## src/rtl/seg7_decode_pkg.sv

```systemverilog
// Shared definitions for the 7-segment receive path.
// Holds the blank pattern, the digit count, the FSM state type and the
// 16-entry glyph table (active-low {g,f,e,d,c,b,a}) that both the display
// driver and this decoder use, so the two sides always agree on glyphs.
package seg7_decode_pkg;

    localparam logic [7:0] SEG_BLANK = 8'hFF;
    localparam int         DIGITS    = 6;

    // Index n holds the active-low segment pattern of hex digit n.
    localparam logic [15:0][6:0] GLYPH_TABLE = {
        7'h0E, 7'h06, 7'h21, 7'h46,   // F E d C
        7'h03, 7'h08, 7'h10, 7'h00,   // b A 9 8
        7'h78, 7'h02, 7'h12, 7'h19,   // 7 6 5 4
        7'h30, 7'h24, 7'h79, 7'h40    // 3 2 1 0
    };

    typedef enum logic {
        ST_WAIT,
        ST_LOCKED
    } state_e;

    // Encoder helper for the transmit side.
    function automatic logic [6:0] glyph_enc(input logic [3:0] nib);
        return GLYPH_TABLE[nib];
    endfunction

endpackage

```

## src/rtl/seg7_glyph_dec.sv

```systemverilog
// Combinational glyph decoder: maps an active-low 7-segment pattern back to
// its hex nibble.
// Ports:
//   seg_i    [6:0] segment pattern {g,f,e,d,c,b,a}, active-low
//   legal_o        1 when seg_i matches one of the 16 hex glyphs
//   nibble_o [3:0] decoded value (0 when not legal)
module seg7_glyph_dec
    import seg7_decode_pkg::*;
(
    input  logic [6:0] seg_i,
    output logic       legal_o,
    output logic [3:0] nibble_o
);

    always_comb begin
        legal_o  = 1'b0;
        nibble_o = 4'h0;
        for (int i = 0; i < 16; i++) begin
            if (seg_i == GLYPH_TABLE[i]) begin
                legal_o  = 1'b1;
                nibble_o = 4'(i);
            end
        end
    end

endmodule

```

## src/rtl/seg7_decode.sv

```systemverilog
// Receive-side monitor for a multiplexed 6-digit 7-segment display bus.
// Samples {sel,seg}, accepts a digit once it has been stable long enough,
// decodes it and reassembles the 24-bit display word.
// Ports:
//   clk          system clock
//   rst_n        asynchronous active-low reset
//   seg   [7:0]  segment bus, active-low {dp,g,f,e,d,c,b,a}
//   sel   [2:0]  digit index 0..5, 6/7 = blank
//   data_out [23:0] last complete frame, digit k in [4k+3:4k]
//   data_valid   1-cycle pulse when data_out updates
//   pattern_err  1-cycle pulse on an accepted non-glyph pattern
//   sync_lost    1-cycle pulse when a partial frame times out
module seg7_decode
    import seg7_decode_pkg::*;
#(
    parameter int STABLE_CYCLES = 16,
    parameter int TIMEOUT       = 100000,
    parameter int IGNORE_DP     = 1
) (
    input  logic        clk,
    input  logic        rst_n,
    input  logic [7:0]  seg,
    input  logic [2:0]  sel,
    output logic [23:0] data_out,
    output logic        data_valid,
    output logic        pattern_err,
    output logic        sync_lost
);

    localparam int CNT_W = $clog2(STABLE_CYCLES);
    localparam int TMO_W = $clog2(TIMEOUT + 1);
    localparam logic [CNT_W-1:0] CNT_MAX = CNT_W'(STABLE_CYCLES - 1);
    localparam logic [TMO_W-1:0] TMO_MAX = TMO_W'(TIMEOUT);

    logic [10:0]       pair_q;
    logic [CNT_W-1:0]  cnt_q, cnt_d;
    logic [TMO_W-1:0]  tmo_q, tmo_d;
    state_e            state_q, state_d;
    logic [DIGITS-1:0] seen_q, seen_d;
    logic [23:0]       shadow_q, shadow_d;
    logic [23:0]       data_q, data_d;
    logic              dv_q, dv_d;
    logic              pe_q, pe_d;
    logic              sl_q, sl_d;

    logic [2:0]        samp_sel;
    logic [7:0]        samp_seg;
    logic              pair_chg;
    logic              dec_legal;
    logic [3:0]        dec_nib;
    logic              glyph_ok;
    logic              accept;
    logic [DIGITS-1:0] seen_merge;

    assign samp_sel = pair_q[10:8];
    assign samp_seg = pair_q[7:0];
    assign pair_chg = ({sel, seg} != pair_q);

    seg7_glyph_dec u_dec (
        .seg_i    (samp_seg[6:0]),
        .legal_o  (dec_legal),
        .nibble_o (dec_nib)
    );

    // With dp checking enabled, a lit decimal point (seg[7]==0) poisons the glyph.
    assign glyph_ok = dec_legal && ((IGNORE_DP != 0) || samp_seg[7]);

    // Blank indices never accept, so they cannot refresh the timeout either.
    assign accept = (state_q == ST_WAIT) && (cnt_q == CNT_MAX) &&
                    (samp_sel <= 3'(DIGITS - 1));

    always_comb begin
        cnt_d      = cnt_q;
        tmo_d      = tmo_q;
        state_d    = state_q;
        seen_d     = seen_q;
        shadow_d   = shadow_q;
        data_d     = data_q;
        dv_d       = 1'b0;
        pe_d       = 1'b0;
        sl_d       = 1'b0;
        seen_merge = seen_q;

        // Stability counter saturates so a long dwell cannot wrap into a second acceptance.
        if (pair_chg) begin
            cnt_d = '0;
        end else if (cnt_q != CNT_MAX) begin
            cnt_d = cnt_q + 1'b1;
        end

        if (pair_chg) begin
            state_d = ST_WAIT;
        end else if (accept) begin
            state_d = ST_LOCKED;
        end

        if (accept) begin
            tmo_d = '0;
            if (glyph_ok) begin
                shadow_d[{samp_sel, 2'b00} +: 4] = dec_nib;
                seen_merge = seen_q | (DIGITS'(1) << samp_sel);
                if (seen_merge == {DIGITS{1'b1}}) begin
                    data_d = shadow_d;
                    dv_d   = 1'b1;
                    seen_d = '0;
                end else begin
                    seen_d = seen_merge;
                end
            end else begin
                pe_d             = 1'b1;
                seen_d[samp_sel] = 1'b0;
            end
        end else if (tmo_q != TMO_MAX) begin
            tmo_d = tmo_q + 1'b1;
            // Fires only on the step into saturation, hence once per silence.
            if ((tmo_q == TMO_MAX - 1'b1) && (seen_q != '0)) begin
                seen_d = '0;
                sl_d   = 1'b1;
            end
        end
    end

    always_ff @(posedge clk or negedge rst_n) begin
        if (!rst_n) begin
            pair_q   <= {3'b111, SEG_BLANK};
            cnt_q    <= '0;
            tmo_q    <= '0;
            state_q  <= ST_WAIT;
            seen_q   <= '0;
            shadow_q <= '0;
            data_q   <= '0;
            dv_q     <= 1'b0;
            pe_q     <= 1'b0;
            sl_q     <= 1'b0;
        end else begin
            pair_q   <= {sel, seg};
            cnt_q    <= cnt_d;
            tmo_q    <= tmo_d;
            state_q  <= state_d;
            seen_q   <= seen_d;
            shadow_q <= shadow_d;
            data_q   <= data_d;
            dv_q     <= dv_d;
            pe_q     <= pe_d;
            sl_q     <= sl_d;
        end
    end

    assign data_out    = data_q;
    assign data_valid  = dv_q;
    assign pattern_err = pe_q;
    assign sync_lost   = sl_q;

endmodule

```

## config.mk

```make
export PLATFORM = sky130hd
export DESIGN_NAME = seg7_decode
export DESIGN_NICKNAME = d
export VERILOG_FILES = /design/src/rtl/seg7_decode_pkg.sv /design/src/rtl/seg7_glyph_dec.sv /design/src/rtl/seg7_decode.sv
export SDC_FILE = /design/constraint.sdc
export NUM_CORES = 1
export LEC_CHECK = 0
export ABC_AREA = 0
export CAP_MARGIN = 20
export CORE_ASPECT_RATIO = 1.2
export CORE_MARGIN = 3
export CORE_UTILIZATION = 50
export DETAILED_ROUTE_END_ITERATION = 6
export GPL_TIMING_DRIVEN = 0
export PLACE_DENSITY = 0.72
export SYNTH_ARGS = -nofsm -noshare
export SYNTH_HDL_FRONTEND = slang
export SYNTH_SLANG_ARGS = --single-unit
export TNS_END_PERCENT = 50
```

## constraint.sdc

```tcl
create_clock -name clk -period 6.94 [get_ports clk]
set_input_delay 0.694 -clock clk [delete_from_list [all_inputs] [get_ports clk]]
set_output_delay 0.694 -clock clk [all_outputs]
set_load 0.005 [all_outputs]
```

==> results of run 1 <==
-- layer usage --
layer / track usage, % / part of all wire, % / vias up / wire (microns)
met2: 32.11 / 49 / 65 / 4753
met3: 3.666 / 3.4 / 8 / 326
met5: 0 / 0 / - / 0
met4: 5.491 / 1.1 / 0 / 106
met1: 27.85 / 47 / 1726 / 4522
li1: - / - / 1752 / -
-- synth_stat cells (3+ instances only) --
cell                       instances  share of area (%)
sky130_fd_sc_hd__nand3_1          17                1.8
sky130_fd_sc_hd__nor2b_1           3               0.41
sky130_fd_sc_hd__a31oi_1           4               0.54
sky130_fd_sc_hd__a21oi_1          18                2.0
sky130_fd_sc_hd__buf_4             4               0.65
sky130_fd_sc_hd__mux2_1            6                1.5
sky130_fd_sc_hd__mux2_2            7                1.7
sky130_fd_sc_hd__nand2_1          45                3.7
sky130_fd_sc_hd__a22oi_1          11                1.8
sky130_fd_sc_hd__nor3_1            6               0.65
sky130_fd_sc_hd__o21ai_1          10                1.1
sky130_fd_sc_hd__nor4_1            7               0.95
sky130_fd_sc_hd__a41oi_1           4               0.76
sky130_fd_sc_hd__nand4_1           3               0.41
sky130_fd_sc_hd__and4_1            5               0.95
sky130_fd_sc_hd__inv_1            10               0.82
sky130_fd_sc_hd__buf_2            12                1.3
sky130_fd_sc_hd__o21ai_0          46                5.0
sky130_fd_sc_hd__xnor2_1           4               0.76
sky130_fd_sc_hd__nor2_1           45                3.7
sky130_fd_sc_hd__dfstp_2          11                6.3
sky130_fd_sc_hd__dfrtp_1          79                 43
sky130_fd_sc_hd__xor2_1           22                4.2
sky130_fd_sc_hd__nand2b_1          3               0.41
sky130_fd_sc_hd__and3_1            7               0.95
sky130_fd_sc_hd__ha_1              9                2.4
sky130_fd_sc_hd__clkbuf_1          3               0.24
sky130_fd_sc_hd__mux2i_1           6                1.3
sky130_fd_sc_hd__a211oi_1          4               0.65
-- worst max-delay path by stage --
stage | from | endpoint | slack (ns) | cells after the start
floorplan | pair_q[8]$_DFF_PN1_ | shadow_q[17]$_DFFE_PN0P_ | 4.26 | 9
global placement | rst_n | shadow_q[1]$_DFFE_PN0P_ | 1.96 | 1
detailed placement | pair_q[8]$_DFF_PN1_ | shadow_q[18]$_DFFE_PN0P_ | 3.94 | 9
CTS | pair_q[8]$_DFF_PN1_ | shadow_q[18]$_DFFE_PN0P_ | 3.93 | 9
global route | pair_q[8]$_DFF_PN1_ | shadow_q[18]$_DFFE_PN0P_ | 3.75 | 9
finish | pair_q[8]$_DFF_PN1_ | shadow_q[18]$_DFFE_PN0P_ | 3.91 | 9
-- per-stage QoR --
stage          area [sq um]  worst slack [ns]
2_1_floorplan          4599             4.258
3_3_place_gp           5136             1.964
3_5_place_dp           5161             3.940
4_1_cts                5388             3.930
5_1_grt                5388             3.748
6_report               5388             3.911
-- power by group --
part | internal [mW] | total [mW] | switching (mW)
Clock | 0.213 | 0.402 | 0.189
Sequential | 0.530 | 0.533 | 0.00317
Combinational | 0.0238 | 0.0693 | 0.0454
Total | 0.767 | 1.00 | 0.238
-- worst max-delay path, delay by kind of cell, from the launching register on --
family / cells / cell delay, ns
buffers and inverters: 3 / 0.60
muxes: 1 / 0.29
and+or+nand+nor: 3 / 0.85
adders and majority gates: 2 / 0.64
DFF: 1 / 0.55
-- cell families after synthesis --
| kind of cell | share of synthesized area, % |
|---|---|
| AOI/OAI and AO/OA | 17.06 |
| xor gates and xnor gates | 4.951 |
| muxes | 4.489 |
| adders and majority gates | 2.448 |
| DFF | 49.27 |
| and+or+nand+nor | 18.53 |
| buffers and inverters | 3.265 |
-- state kept, by name, summed over array words and instances, names as in the netlist --
signal and count:
shadow_q 24, state_q 1, pair_q 11, data_valid 1
pattern_err 1, tmo_q 17, seen_q 6, data_out 24
cnt_q 4, sync_lost 1
-- area by class of cell --
type	instances	area, sq um	area share, %
repair buffers	40	415.4	7.710
flip-flops and latches	90	2266	42.06
clock inverters	6	88.84	1.649
well taps	117	146.4	2.717
plain buffers	20	112.6	2.090
multi-input cells	338	2183	40.52
clock buffers	10	137.6	2.555
inverters	10	37.54	0.6967
==> impl_metrics.tcl, run 1 <==
set metrics [dict create \
    highest_count_cells_in_the_layout_ignoring_fill_and_taps "sky130_fd_sc_hd__dfrtp_1, sky130_fd_sc_hd__o21ai_0, sky130_fd_sc_hd__nor2_1, sky130_fd_sc_hd__nand2_1, sky130_fd_sc_hd__clkdlybuf4s50_1" \
    syn_area_sq_um 4599 \
    timing_worst_slew_pin_value_ns 0.8679 \
    synth_edf_count 0 \
    worst_hold_path_type "in -> async" \
    postSynthRegisterBits 90 \
    number_of_buffers_added_for_setup_after_cts 0 \
    grt_antenna_before_repair 0 \
    numPlacedInstances 615 \
    final.fill_count 749 \
    post_drt_wl_per_cell_microns 15.39 \
    count_of_yosys_warnings_during_synthesis 0 \
    drc 0 \
    crit_path_frequent_cell "sky130_fd_sc_hd__ha_1" \
    final.min_clock_period_ns 3.029 \
    grt_max_degree 60 \
    total_power_mw 1.005 \
    dr.first_iter.drc_count 301 \
    cts_tree "done" \
    cp_data_required_time_ns 7.20 \
    floorplan.initialDensity_pct 52.57 \
    postRouteAntennaNets 0 \
    die_outline_area_sq_um 10390 \
    drt-vias-per-instance 5.628 \
    grt_use_total_pct 20.02 \
    rd_place_congestion 0.8527 \
    p_leak_nw 2.285 \
    whs_ns 0.2506 \
    timing.rr.start "pair_q[8]$_DFF_PN1_" \
    placement_rows 37 \
    totalWireLength_microns 9708 \
    flow.area_growth_from_synthesis_pct 17.14 \
    clock_latency_at_the_later_pin_of_the_worst_skew_pair_ns 0.37 \
    post_cts_hold_buffer_count 0 \
    setup_violations 0 \
    post_cts_resized 0 \
    synth_sequential_area_ratio_pct 49.27 \
    cpPeakStageDelay_ns 0.55 \
    design.final.nets 531 \
    globalRouteOverflowTotal 0 \
    drtPass1Iterations 5 \
    maxCapViolCount 0 \
    reg2reg_depth 9 \
    setup-tns-final_ns 0 \
    post-dp-hpwl_microns 6988 \
    final_core_util_pct 61.58 \
    rsz0062_at_grt "false" \
    launching_element_type_of_the_critical_path "flip-flop" \
    yosysUniqueCellTypes 65 \
    commonest_non_fill_non_tap_cell_in_the_layout "sky130_fd_sc_hd__dfrtp_1" \
    worst-path-max-fanout 10 \
    chip_height_microns 111.1 \
    critical_path_cell_by_cell "buf_2 -> inv_1 -> ha_1 -> ha_1 -> nand2b_1 -> or4_1 -> clkbuf_1 -> or2_1 -> mux2_2" \
    setup_slack_on_the_worst_flop_to_flop_path_ns 3.91 \
    total_number_of_vias 3551 \
    cts_num_sinks 90 \
    number_of_standard_cells_after_synthesis 458 \
    slew_viol_final 0 \
    endpoint_type_of_the_worst_setup_path "flip-flop" \
    fmax_mhz 330.2 \
    cellPowerDensity_nw_per_um2 186.5 \
    async_flop_share_pct 100.0 \
    ir_worst_vdd_mv 0.09891 \
    port_buffers 39 \
    hold_viol_final 0 \
    finalClockSkew_ns 0.01046 \
    cp.arrival_ns 3.29 \
    relative_slew_slack_pct 42.14 \
    min_period_over_period_pct 43.64 \
    tritoncts.num_buffers 9 \
    die_x_microns 93.56 \
    pin_count 40 \
    cts.reportedPaths.clkPinSlew_ns 0.09 \
    syn_area_per_cell_sq_um 10.04 \
    drive_above_1_share_pct 13.62 \
    regToRegEndpoint "shadow_q[18]$_DFFE_PN0P_" \
    clockRootBuffer "sky130_fd_sc_hd__clkbuf_8" \
    insertedDiodeCount 0 \
    cts_max_level 3 \
    critical-path-slowest-cell "sky130_fd_sc_hd__dfstp_2" \
    commonest_register_cell_after_synthesis "sky130_fd_sc_hd__dfrtp_1" \
    syn-num-nets 480 \
    core_region_area_sq_um 8750 \
    outcome "completed" \
    global_route_wire_length_before_repair_microns 16740 \
    worst-setup-path-type "reg -> reg" \
    final-instance-count-excl-fill 631 \
    first_global_vias 3428 \
    cts.path.max_buffers 2 \
]
Power figures use the tool's default switching activity.
==> run 2, diff against run 1 <==
- PLACE_DENSITY: 0.72 -> 0.74
- clock period: 6.94 -> 2.65 ns (I/O delays scaled with it)
==> impl_metrics.tcl, run 2 (synthesis gave the netlist of run 1 again) <==
set metrics [dict create \
    outcome "completed" \
    setup_slack_on_the_worst_flop_to_flop_path_ns 0.08 \
    final_critical_path_setup_slack_ns 0.08023 \
    grt_use_total_pct 20.31 \
    finalClockSkew_ns 0.01176 \
    globalRouteOverflowTotal 0 \
    commonest_non_fill_non_tap_cell_in_the_layout "sky130_fd_sc_hd__dfrtp_1" \
    switching_share_pct 24.41 \
    cts.path.max_buffers 2 \
    final.min_clock_period_ns 2.570 \
    pin_count 40 \
    maxCapViolCount 0 \
    slew_viol_final 0 \
    fmax_mhz 389.1 \
    postRouteAntennaNets 0 \
    global_route_wire_length_before_repair_microns 17190 \
    cp.arrival_ns 2.82 \
    placedInstanceArea_sq_um 5175 \
    setup_violations 0 \
    cpPeakStageDelay_ns 0.57 \
    dr.first_iter.drc_count 270 \
    relative_slew_slack_pct 34.91 \
    worst_path_bufs_invs 3 \
    highest_count_cells_in_the_layout_ignoring_fill_and_taps "sky130_fd_sc_hd__dfrtp_1, sky130_fd_sc_hd__nand2_1, sky130_fd_sc_hd__o21ai_0" \
    drive_above_1_share_pct 15.70 \
    placement_rows 37 \
    min_period_over_period_pct 96.97 \
    floorplan.initialDensity_pct 52.57 \
    grt_antenna_before_repair 0 \
    core_region_area_sq_um 8750 \
    insertedDiodeCount 0 \
    final-instance-count-excl-fill 633 \
    cts_max_level 3 \
    die_x_microns 93.56 \
    die_outline_area_sq_um 10390 \
    final.fill_count 751 \
    total_number_of_vias 3649 \
    clockRootBuffer "sky130_fd_sc_hd__clkbuf_8" \
    clock_latency_at_the_later_pin_of_the_worst_skew_pair_ns 0.36 \
    p_leak_nw 2.305 \
    power_report.internal_total_mw 1.923 \
    drtPass1Iterations 5 \
    setup-tns-final_ns 0 \
    tritoncts.num_buffers 9 \
    post_drt_wl_per_cell_microns 15.71 \
    total_switching_power_mw 0.6209 \
    power.share.sequential_pct 54.9 \
    numPlacedInstances 615 \
    cts_tree "done" \
    whs_ns 0.3585 \
    cellPowerDensity_nw_per_um2 467.3 \
    critical-path-slowest-cell "sky130_fd_sc_hd__dfstp_2" \
    worst-path-max-fanout 8 \
    share_comb_of_total_power_pct 7.7 \
    flow.area_growth_from_synthesis_pct 18.36 \
    design.final.nets 533 \
    grt_max_degree 58 \
    cts.reportedPaths.clkPinSlew_ns 0.09 \
    final_design_area_no_fill_sq_um 5444 \
    rd_place_congestion 0.8300 \
    place_ws_ns -0.1995 \
    critical_path_cell_by_cell "buf_6 -> inv_2 -> ha_2 -> ha_4 -> nand2b_4 -> or4_1 -> buf_4 -> or2_4 -> mux2_2" \
    endpoint_type_of_the_worst_setup_path "flip-flop" \
    worst-setup-path-type "reg -> reg" \
    totalWireLength_microns 9943 \
    timing.critical_path.max_delay_family "simple AND/OR/NAND/NOR gates" \
    first_global_vias 3683 \
    cp_data_required_time_ns 2.90 \
    worst_hold_path_type "in -> reg" \
    timing_worst_slew_pin_value_ns 0.9764 \
    drc 0 \
    ir_worst_vdd_mv 0.3056 \
    clock_group_share_of_total_power_pct 37.4 \
    post-dp-hpwl_microns 7106 \
    cts_num_sinks 90 \
    drt-vias-per-instance 5.765 \
    chip_height_microns 111.1 \
    launching_element_type_of_the_critical_path "flip-flop" \
    hold_viol_final 0 \
    port_buffers 39 \
]
-- run 2: per-layer routing --
metal  GRT usage, %  share of wire, %  vias up
met5              0                 0        -
met1          26.73                44     1792
met3          2.987               4.0       14
li1               -                 -     1765
met4          6.936               1.5        0
met2          34.06                51       78
-- run 2: stage by stage --
| step | utilization (%) | power, mW |
|---|---|---|
| after global placement | 58.86 | 1.598 |
| after floorplan | - | 1.524 |
| after global routing | 62.22 | 2.654 |
| after detailed placement | 59.14 | 1.608 |
| final | 62.22 | 2.544 |
| after CTS | 61.76 | 2.567 |
-- run 2: cell type report --
type | count | area, sq um | share of cell area, %
plain buffers | 19 | 118.9 | 2.183
well taps | 117 | 146.4 | 2.689
repair buffers | 43 | 440.4 | 8.090
multi-input cells | 338 | 2232 | 41.00
inverters | 10 | 37.54 | 0.6895
clock inverters | 6 | 65.06 | 1.195
flip-flops and latches | 90 | 2266 | 41.62
clock buffers | 10 | 137.6 | 2.528
-- run 2: worst paths after layout --
check / from / end / cells past startpoint
worst max-delay path: pair_q[8]$_DFF_PN1_ / shadow_q[19]$_DFFE_PN0P_ / 9
worst min-delay path: seg[1] / pair_q[1]$_DFF_PN1_ / 1
worst max register to register: pair_q[8]$_DFF_PN1_ / shadow_q[19]$_DFFE_PN0P_ / 9
worst min register to register: data_out[14]$_DFFE_PN0P_ / data_out[14]$_DFFE_PN0P_ / 2
max in group asynchronous: rst_n / pair_q[3]$_DFF_PN1_ / 3
min in group asynchronous: rst_n / tmo_q[8]$_DFFE_PN0P_ / 2
-- run 2: power by group through the flow --
stage / clock [mW] / combinational, mW / sequential [mW]
floorplan: 0 / 0.104 / 1.42
global placement: 0 / 0.176 / 1.42
detailed placement: 0 / 0.186 / 1.42
CTS: 0.981 / 0.190 / 1.40
global route: 1.04 / 0.217 / 1.40
finish: 0.952 / 0.195 / 1.40
-- run 2: timing repair --
item,4_1_cts,5_1_grt
setup endpoints to repair,27,41
setup buffers,0,2
pin swaps,0,1
hold buffers,1,0
endpoints found under the hold margin,33,0
gates resized for setup,7,7
==> run 3, diff against run 2 <==
- ABC_CLOCK_PERIOD_IN_PS: default -> 2650
==> results of run 3 <==
The final DEF is identical to that of run 2; final timing and power are the same.
==> edit 1 (settings of run 2) <==
Reset style: synchronous (`rst_n`), changed in one clocked block. Comments in the files are not updated.
--- a/src/rtl/seg7_decode.sv
+++ b/src/rtl/seg7_decode.sv
@@ -122,3 +122,3 @@
 
-    always_ff @(posedge clk or negedge rst_n) begin
+    always_ff @(posedge clk) begin
         if (!rst_n) begin
Formal check against the unedited RTL: no difference found for any inputs over 10 cycles, from zero or initial values and one cycle with rst_n low; that may be too few to reach the edited logic, so the function may still have changed.
==> edit 1 against run 2 <==
Total power fell by 1.1%. Worst setup slack improved by 0.035 ns. Wire length is 7.9% higher. Final cell count is 5.5% higher. Sequential share of layout area decreased by 8.0 points. Die area down 2.9%. Count of clock-buffer cells in the layout is 1 lower. Cell area down 1.6%. Area after synthesis fell by 3.0%. Clock skew about the same. Sequential cell count unchanged. Largest cell class is now multi-input combinational cells. Largest power group unchanged. Highest routed layer unchanged.
==> edit 1: results (changes against run 2) <==
The flow ran to the end, and the final reports show no timing, DRC or antenna violations. The vias per cell was 5.73 (-0.54%); the maximum number of pins on one net before global-route repair was 17 (-71%). Cell count after placement: 646 (+5.0%).

The end point of the critical path is data_out[6]. The total track usage is 0.218 (+0.0154). The number of nets in the final layout is 568 (+6.6%), and the met1 routing resource usage after global routing is 0.274 (+0.00716).

The delay of the slowest cell on the worst path came out at 0.43 ns (-0.14 ns). The logs give 301 uV (-1.6%) for the worst vdd rail ir drop and 756 (+0.67%) for the number of filler cells placed in the layout. The number of cell instances on the worst register-to-register path was 12 (+3); the number of cells in the finished layout apart from fillers was 668 (+5.5%). The mean instance size in the synthesized netlist came out at 9.10 um^2 (-9.4%).

The path class of the tightest hold or removal check is register to register. The startpoint of the worst hold path is shadow_q[19]. The post-synthesis mux area share is 0.0915 (+0.0466).

For the half-perimeter wire length after detailed placement, the log shows 7.71 mm (+8.6%). The slack of the worst reg-to-reg path is 0.11 ns (+0.03 ns), and the sequential cell area fraction in the yosys report is 0.404 (-0.0886). Counting instances in the post-synthesis netlist gives the leading cell types as dfxtp_1 (90), nand2_1 (48), nor2_1 (35). The quantity of gates resized following cts is 11 (+4), and the share of the synthesized netlist area taken by xor and xnor gates is 0.0491 (-0.000408). The tools report the detailed-routing wirelength on met1 as 4.67 mm (+7.4%). The post-synthesis cell type count was 66 (+1.5%); the slew at the pin closest to its max-slew limit was 0.669 ns (-0.307 ns). Wire length per cell after detailed routing: 16.1 um (+2.2%).

The number of nets in the synthesized netlist was 512 (+6.7%). The run gives 0.905 (+9.0%) as the routability congestion estimate. The run gives 223 (-17%) as the DRC marker count from the first detailed-route iteration.

The most critical setup path has its startpoint at pair_q[8]. The routed length on met3 was 456 um (+15%). Share of post-route cells with drive strength above 1: 0.147 (-0.00997).

The slowest stage of the critical path belongs to the cell or3_4.
## edit 1: cell types whose count changed after synthesis, sizes merged, moves of 14 or more
cell	before	now
dfxtp	0	90
nand2b	3	17
mux2i	6	34
o21ai	57	18
clkbuf	3	19
dfrtp	79	0
## edit 1: kinds of logic after synthesis
| kind of cell | count (synthesis) |
|---|---|
| AO/OA/AOI/OAI | 90 |
| XOR/XNOR | 25 |
| AND/OR/NAND/NOR | 200 |
| flip-flops | 90 |
| adder cells (fa/ha/maj) | 9 |
| buffers and inverters | 36 |
| multiplexers | 40 |
## edit 1: worst min-delay path by stage
stage | endpoint | slack, ns | depth (start not counted)
finish | shadow_q[19] | 0.46 | 2
detailed placement | shadow_q[3] | 0.45 | 2
CTS | shadow_q[3] | 0.47 | 2
global route | shadow_q[19] | 0.49 | 2
global placement | shadow_q[1] | 0.44 | 2
floorplan | pair_q[0] | 0.37 | 1
## edit 1: worst max-delay path: cells and delay by family (launching register included)
family | cells | cell delay [ns]
compound gates | 3 | 0.47
fa+ha+maj | 2 | 0.33
buf+inv | 4 | 0.59
flops | 1 | 0.34
mux | 1 | 0.20
simple gates | 2 | 0.48
## edit 1: layout make-up
cell class | count | area share
clock inverters | 7 | 0.0142
inverters | 9 | 0.00724
multi-input cells | 364 | 0.482
well taps | 117 | 0.0273
flip-flops and latches | 90 | 0.336
repair buffers | 45 | 0.0820
plain buffers | 27 | 0.0280
clock buffers | 9 | 0.0231
## edit 1: per-stage QoR
stage	total power, uW	hold slack, ns	worst slack (ns)	instance area (um^2)
2_1_floorplan	1520	0.366	0.0447	4460
3_3_place_gp	1580	0.442	-0.438	5000
3_5_place_dp	1580	0.454	-0.526	5000
4_1_cts	2520	0.467	0.0147	5250
5_1_grt	2600	0.487	-0.0151	5360
6_report	2510	0.462	0.115	5360
==> edit 2 (settings of run 2) <==
Without the edit above. Change the parameter `STABLE_CYCLES` from 16 to 8.
--- a/src/rtl/seg7_decode.sv
+++ b/src/rtl/seg7_decode.sv
@@ -15,3 +15,3 @@
 #(
-    parameter int STABLE_CYCLES = 16,
+    parameter int STABLE_CYCLES = 8,
     parameter int TIMEOUT       = 100000,
Formal check against the unedited RTL: not equivalent (a bounded check fails within 10 cycles, from zero or initial values and one cycle with rst_n low).
==> edit 2 against run 2 <==
Wire length is 5.5% lower. Combinational power is 6% higher. Core utilization is 1.5 points lower. Cell area is 1.4% higher. Critical endpoint is now shadow_q[21]. Sequential share of layout area is 1.0 points lower. Area after synthesis is 1.6% higher. Sequential cell count is 1 lower. Total power is 4.0% lower. Worst setup slack better by 0.021 ns. Via count is 9.4% lower. Fmax is 0.84% higher. Clock power is 10% lower.
==> edit 2: results (changes against run 2) <==
The tools report the sequential cell area fraction in the yosys report as 0.480 (-0.0131). The ratio of total power to cell area is 442 nW/um^2 (-5.3%), and the routed length on met3 is 285 um (-28%). The flow ran to the end, and the final reports show no timing, DRC or antenna violations. The worst clock skew on the final layout is 0.0117 ns (-0.0000704 ns).

The routability congestion estimate was 0.901 (+8.5%). The quantity of gates resized following cts was 8 (+1); the vias per cell was 5.44 (-5.7%). Maximum number of pins on one net before global-route repair: 71 (+22%). The first-pass GRT wire length is 16.5 mm (-4.0%), and the number of nets in the final layout is 506 (-5.1%). The logs give 0.608 (-0.0146) for the utilization after layout and 2.80 ns (-0.02 ns) for the arrival time at the worst endpoint. The post-synthesis mux area share was 0.129 (+0.0839). The share of post-route cells with drive strength above 1 is 0.215 (+0.0582), and the power in combinational cells is 207 uW (+6%). The worst hold margin was 0.323 ns (-0.0358 ns); the length of the first detailed-routing pass in iterations was 4 (-1). Worst hold path class: primary input to asynchronous set/reset pin.

The run gives 4.72 mm (-6.4%) as the total met2 wirelength after detailed routing. The logs give 64 (-1.5%) for the post-synthesis cell type count and 429 (-6.3%) for the post-synthesis cell count. The number of nets in the synthesized netlist is 452 (-5.8%), and the half-perimeter wire length after detailed placement is 6.56 mm (-7.6%). The post-synthesis compound-gate area fraction is 0.110 (-0.0608). The tools report the number of cells in the finished layout apart from fillers as 608 (-3.9%). The minimum clock period after layout works out to 2.55 ns (-0.0214 ns). The wire length per cell after detailed routing was 15.5 um (-1.6%).

In this run the critical register-to-register path is captured at shadow_q[21]. By count the netlist is led by dfrtp_1 (78), nand2_1 (42), nor2_1 (35). In the post-synthesis netlist, the biggest area contributors are dfrtp_1 (42%), mux2_4 (7.7%), dfstp_2 (6.2%), mux2i_1 (4.9%), xor2_1 (3.9%).

The placement-stage worst setup slack was -0.600 ns (-0.401 ns); the count of buffers added by post-CTS timing repair for setup was 2 (+2). The number of filler cells placed in the layout was 765 (+1.9%); the met3 track demand over resource was 0.0365 (+0.00662). The slack of the worst reg-to-reg path was 0.10 ns (+0.02 ns). The placed cell area was 5240 um^2 (+1.2%). The relative max-transition margin is 0.650 (+0.301), and the biggest fanout along the worst timing path is 10 (+2). The tools report the cell count after placement as 589 (-4.2%). The share of synthesized cell area in full adder, half adder and majority cells was 0.0268 (+0.00229).
[edit 2: changes by cell type in the layout (fill, tap and decap cells not counted), sizes merged, moves of 8 or more]
cell	change
o21ai	-24
mux2i	+17
mux2	+12
a22oi	-11
nand3	-9
nor2	-8
[edit 2: area by class of cell]
| type | instances | share of cell area |
|---|---|---|
| Tap cell | 120 | 0.0272 |
| Clock inverter | 7 | 0.00998 |
| Inverter | 9 | 0.00680 |
| Clock buffer | 9 | 0.0224 |
| Timing Repair Buffer | 46 | 0.0839 |
| Buffer | 21 | 0.0247 |
| Sequential cell | 89 | 0.406 |
| Multi-Input combinational cell | 307 | 0.419 |
[edit 2: worst max path at each step]
stage / start / end
after detailed placement: pair_q[9] / shadow_q[20]
after floorplan: pair_q[9] / shadow_q[20]
final: pair_q[8] / shadow_q[21]
after CTS: pair_q[8] / shadow_q[21]
after global routing: pair_q[8] / data_out[4]
after global placement: rst_n / data_out[13]
